**config.mk**
```make
export PLATFORM = sky130hd
export DESIGN_NAME = clk_div_bank
export DESIGN_NICKNAME = d
export VERILOG_FILES = /design/src/rtl/clk_div_bank.sv
export SDC_FILE = /design/constraint.sdc
export NUM_CORES = 1
export LEC_CHECK = 0
export CELL_PAD_IN_SITES_DETAIL_PLACEMENT = 1
export CELL_PAD_IN_SITES_GLOBAL_PLACEMENT = 2
export CORE_ASPECT_RATIO = 0.7
export CORE_MARGIN = 1
export CORE_UTILIZATION = 35
export CTS_BUF_LIST = sky130_fd_sc_hd__clkbuf_4
export CTS_CLUSTER_SIZE = 25
export DETAILED_ROUTE_END_ITERATION = 8
export PLACE_DENSITY = 0.75
export SYNTH_ARGS = -nofsm -noshare
export SYNTH_HDL_FRONTEND = slang
export SYNTH_SLANG_ARGS = --single-unit
```
**constraint.sdc**
```tcl
create_clock -name clk -period 1.4 [get_ports clk]
set_input_delay 0.28 -clock clk [delete_from_list [all_inputs] [get_ports clk]]
set_output_delay 0.28 -clock clk [all_outputs]
set_load 0.02 [all_outputs]
```
**src/rtl/clk_div_bank.sv**
```systemverilog
// clk_div_bank: bank of independent programmable clock dividers.
// Each channel counts 0..A_div and raises an event when it wraps. It produces
// either a 50% duty divided clock (toggle mode) or a one-cycle pulse (pulse
// mode), along with a tick strobe on every event. New configurations are
// written into a shadow register and applied only at an event boundary, or
// straight away if the channel is disabled.
// Ports:
//   clk, reset           clock and synchronous active-high reset
//   ch_en[NUM_CH]        per-channel run enable
//   cfg_we/cfg_ch        configuration write strobe and target channel
//   cfg_div/cfg_mode     divisor and mode (0 toggle, 1 pulse) to write
//   clk_out[NUM_CH]      registered divided output
//   tick[NUM_CH]         registered one-cycle event strobe
//   pending[NUM_CH]      shadow configuration not yet active
//   cfg_err              one-cycle strobe on a write to a nonexistent channel
module clk_div_bank #(
  parameter int unsigned NUM_CH = 4,
  parameter int unsigned CNT_W  = 8
) (
  input  logic              clk,
  input  logic              reset,
  input  logic [NUM_CH-1:0] ch_en,
  input  logic              cfg_we,
  input  logic [3:0]        cfg_ch,
  input  logic [CNT_W-1:0]  cfg_div,
  input  logic              cfg_mode,
  output logic [NUM_CH-1:0] clk_out,
  output logic [NUM_CH-1:0] tick,
  output logic [NUM_CH-1:0] pending,
  output logic              cfg_err
);

  localparam int unsigned ChIdxW = 5;

  // Rejected-write strobe; the compare is one bit wider so that NUM_CH = 16 fits.
  logic cfg_bad_c;
  logic cfg_err_q;

  assign cfg_bad_c = cfg_we && ({1'b0, cfg_ch} >= ChIdxW'(NUM_CH));

  always_ff @(posedge clk) begin
    if (reset) cfg_err_q <= 1'b0;
    else       cfg_err_q <= cfg_bad_c;
  end

  assign cfg_err = cfg_err_q;

  for (genvar i = 0; i < NUM_CH; i++) begin : g_ch
    // Reset divisor 2^i - 1 gives clk/2, clk/4, clk/8, ... in toggle mode.
    localparam logic [CNT_W-1:0] RstDiv = CNT_W'((32'd1 << i) - 32'd1);

    logic [CNT_W-1:0] cnt_q, cnt_d;
    logic [CNT_W-1:0] a_div_q, a_div_d;
    logic [CNT_W-1:0] s_div_q, s_div_d;
    logic             a_mode_q, a_mode_d;
    logic             s_mode_q, s_mode_d;
    logic             pend_q, pend_d;
    logic             clk_q, clk_d;
    logic             tick_q, tick_d;
    logic             wr_c;
    logic             evt_c;

    assign wr_c  = cfg_we && (cfg_ch == 4'(i));
    assign evt_c = (cnt_q == a_div_q);

    // Next-state logic for one channel.
    always_comb begin
      cnt_d    = cnt_q;
      a_div_d  = a_div_q;
      a_mode_d = a_mode_q;
      s_div_d  = s_div_q;
      s_mode_d = s_mode_q;
      pend_d   = pend_q;
      clk_d    = clk_q;
      tick_d   = 1'b0;

      if (!ch_en[i]) begin
        cnt_d = '0;
        clk_d = 1'b0;
        // An idle channel adopts its shadow at once; a write landing in the
        // same cycle keeps pending set so that the newer value wins.
        if (pend_q && !wr_c) begin
          a_div_d  = s_div_q;
          a_mode_d = s_mode_q;
          pend_d   = 1'b0;
        end
      end else if (evt_c) begin
        cnt_d  = '0;
        tick_d = 1'b1;
        if (pend_q && !wr_c) begin
          a_div_d  = s_div_q;
          a_mode_d = s_mode_q;
          pend_d   = 1'b0;
        end
        // A mode switch starts the new mode from a clean low output.
        if (pend_q && !wr_c && (s_mode_q != a_mode_q)) clk_d = 1'b0;
        else if (a_mode_q)                              clk_d = 1'b1;
        else                                            clk_d = ~clk_q;
      end else begin
        cnt_d = cnt_q + CNT_W'(1);
        if (a_mode_q) clk_d = 1'b0;
      end

      // A write always lands in shadow, even when it coincides with an event.
      if (wr_c) begin
        s_div_d  = cfg_div;
        s_mode_d = cfg_mode;
        pend_d   = 1'b1;
      end
    end

    always_ff @(posedge clk) begin
      if (reset) begin
        cnt_q    <= '0;
        a_div_q  <= RstDiv;
        s_div_q  <= RstDiv;
        a_mode_q <= 1'b0;
        s_mode_q <= 1'b0;
        pend_q   <= 1'b0;
        clk_q    <= 1'b0;
        tick_q   <= 1'b0;
      end else begin
        cnt_q    <= cnt_d;
        a_div_q  <= a_div_d;
        s_div_q  <= s_div_d;
        a_mode_q <= a_mode_d;
        s_mode_q <= s_mode_d;
        pend_q   <= pend_d;
        clk_q    <= clk_d;
        tick_q   <= tick_d;
      end
    end

    assign clk_out[i] = clk_q;
    assign tick[i]    = tick_q;
    assign pending[i] = pend_q;
  end

endmodule

```
==> results <==
==> metrics by stage <==
step | util | std cells | total power, mW | setup TNS (ns) | worst slack (ns)
detailed placement | 0.429 | 808 | 3.92 | -48.84 | -0.732
floorplan | - | 552 | 3.69 | -2.56 | -0.0833
global route | 0.498 | 862 | 7.22 | -18.02 | -0.365
CTS | 0.474 | 850 | 6.99 | -10.84 | -0.292
global placement | 0.429 | 808 | 3.91 | -45.26 | -0.659
finish | 0.498 | 862 | 6.93 | -11.66 | -0.264
==> worst register-to-register path: stages, from the launching register on <==
cell	delay [ns]
dfxtp_2	0.36
xor2_2	0.19
nor4_4	0.34
nand2_2	0.14
a21oi_4	0.23
buf_12	0.16
mux2i_1	0.18
==> per-layer routing <==
metal | wire length, um | vias to the layer above | GRT usage | share of wire
li1 | - | 2038 | - | -
met5 | 0 | - | 0 | 0
met2 | 6230 | 36 | 0.284 | 0.47
met3 | 347 | 9 | 0.0412 | 0.026
met4 | 101 | 0 | 0.0567 | 0.0076
met1 | 6660 | 2014 | 0.245 | 0.50
==> area by class of cell <==
cell class                 count  area, um^2
sequential                   117        2380
timing repair buffer         123        1110
fill                        1619        7150
clock buffer                  19         143
multi-input combinational    393        2990
tap                          190         238
clock inverter                13         206
inverter                       7        26.3
==> flip-flops by register name, summed over array words and instances (netlist names), 4 cells and up <==
register and flops:
g_ch.a_div_q 32, g_ch.cnt_q 32, g_ch.s_div_q 32, g_ch.a_mode_q 4
g_ch.clk_q 4, g_ch.pend_q 4, g_ch.s_mode_q 4, g_ch.tick_q 4
==> cells in the final DEF (no fill, tap or decap), types with 4 or more instances in the layout <==
cell             instances
nor2b_1                  4
buf_12                   7
nor2_4                  12
o21ai_0                 10
clkbuf_4                19
nand3_1                 11
and3_1                   7
nor4_4                   5
xor2_2                   5
a21oi_4                  4
buf_2                    9
and3_4                   4
a21oi_1                 17
buf_4                   75
nor2_1                  43
clkdlybuf4s50_1         15
dfxtp_2                 22
inv_1                    7
nand2b_1                61
nor3b_1                  4
nand2_2                  4
xnor2_1                 12
mux2i_1                 48
dfxtp_1                 92
bufinv_16                5
nor2_2                  13
xor2_1                  39
nand2_1                 35
buf_6                   13
a211o_1                  5
ha_1                     4
==> how the worst max path moves through the flow <==
stage	end	slack (ns)	cells after the start
after floorplan	g_ch[1].a_div_q[0]	-0.08	6
after global placement	g_ch[1].a_div_q[1]	-0.66	6
after detailed placement	g_ch[1].a_div_q[7]	-0.73	6
after CTS	g_ch[1].a_div_q[7]	-0.29	7
after global routing	g_ch[2].a_div_q[2]	-0.36	6
final	g_ch[2].a_div_q[0]	-0.26	6
==> cells by family after synthesis <==
group	synth area share
multiplexers	0.0943
AO/OA/AOI/OAI	0.0623
flip-flops	0.450
buffers and inverters	0.0469
XOR/XNOR	0.0943
AND/OR/NAND/NOR	0.243
adder cells (fa/ha/maj)	0.00962
==> power breakdown <==
group	total [mW]	internal, mW	leakage [nW]	switching (mW)
Sequential	3.39	3.36	0.956	0.0289
Clock	3.02	1.63	0.182	1.39
Combinational	0.517	0.249	1.70	0.268
Total	6.93	5.25	2.84	1.69
==> timing repair <==
item / in CTS / in global routing
pin swaps: 38 / 31
endpoints found under the setup margin: 97 / 101
gates cloned: 1 / 1
setup buffers: 10 / 12
resized for setup: 116 / 59
==> metrics.txt <==
status=complete, but fails checks; ys flop type=dfxtp_1; area of placed instances=6100 um^2; syn_nets=576; die area=15400 um^2; critical path fanouts, max=5; effective utilization at floorplan=0.366; Yosys top cell area share=0.450; Initial DRC Count=roughly 170; hold_ws=about 0.18 ns; worst endpoint required time=about 1.8 ns; CTS tree=done; Pwr per Cell Area=978 nW/um^2; Mapped Cells=roughly 550; Worst setup SP type=flop; Avg WL per Cell=about 15 um; DP HPWL=just over 9000 um; Relative slew margins=0.589; core area=around 14000 um^2; top-count cell post-synth=dfxtp_1; Hold Path Sink=g_ch[3].pend_q; Hold-fix buffers, CTS=0; syn avg cell area=9.43 um^2; Total Nets Final=683; Final WS setup=-0.264 ns; Top delay family on crit path=simple AND/OR/NAND/NOR gates; Clock Tree Buf Depth=2; CTS clk-pin slew, worst paths=approximately 0.11 ns; Critical Path Source=g_ch[2].a_div_q[6]; Critical R2R Launch=g_ch[2].a_div_q[6]; Final Cell Area=7090 um^2; later-pin clock latency in the skew report=approximately 0.53 ns; number of port buffers=32; CTS sink count=about 120; worst setup path class=reg -> reg; share of cells above drive strength 1=0.348; cell breakdown of the critical path=xor2_2 -> nor4_4 -> nand2_2 -> a21oi_4 -> buf_12 -> mux2i_1; Fin. Hold Viols=0; GRT Total Usage=0.181; Hold Path Class=in -> reg; DRT antenna net count=0; Reg2Reg Depth=6; leading area contributor after synthesis=dfxtp_1; top cells by area, synth=dfxtp_1 45%, mux2i_1 9.4%, xor2_1 7.4%, nand2b_1 7.3%, nor2_1 4.8%; initial antenna violation count=0; height of the die=~100 um; Mapped Area=between 5000 and 6000 um^2; global-route wire length before repair=21600 um; post-synthesis sequential area ratio=0.450; P&R area growth vs syn=36.2%; Critical Path AT=~2.1 ns; Post-synth ARST share=0; clock root cell=clkbuf_4; routed via count=between 4000 and 5000; Pre-Repair DR Iteration Count=4; commonest cells in the netlist=117 x dfxtp_1, 67 x nor2_1, 61 x nand2b_1, 49 x mux2i_1, 44 x xor2_1; FF-to-FF setup slack=-0.26 ns; Remaining Overflow, GRT=0; clock period minus worst slack=roughly 1.7 ns; failing checks=setup timing; fmax=601 MHz; Max-cap violations=0; largest net degree at the start of global routing=38; Final period util=1.19; hold path cells=2; hold wc startpoint=reset; DRC viols=0; number of global-route vias before repair=approximately 4300; crit-path max cell delay=approximately 0.36 ns; RSZ-0062 raised after global routing=true; synth warn=0; CP max stage cell=dfxtp_2; worst-margin pin slew=approximately 0.61 ns; Max VDD drop=497 uV; ant diodes=0; Post-Route Skew=approximately 0.031 ns; EDFF count, synth=0; Setup crit end kind=flop; gpl congestion=approximately 0.79; Cell Rows=36; Die Width=~150 um; Slew Limit Fails=0; Vias/cell=about 4.8; final setup fails=75; Worst R2R End=g_ch[2].a_div_q[0]; H-tree depth=4; # IOs=33; Yosys reg bits=between 100 and 150; Leakage=2.84 nW; clock buffer count from CTS=17; count of different cell masters after synthesis=45; Detailed Route WL=13300 um; Worst Path Buf+Inv=1
No activity file was read; power rests on OpenSTA's default activity.
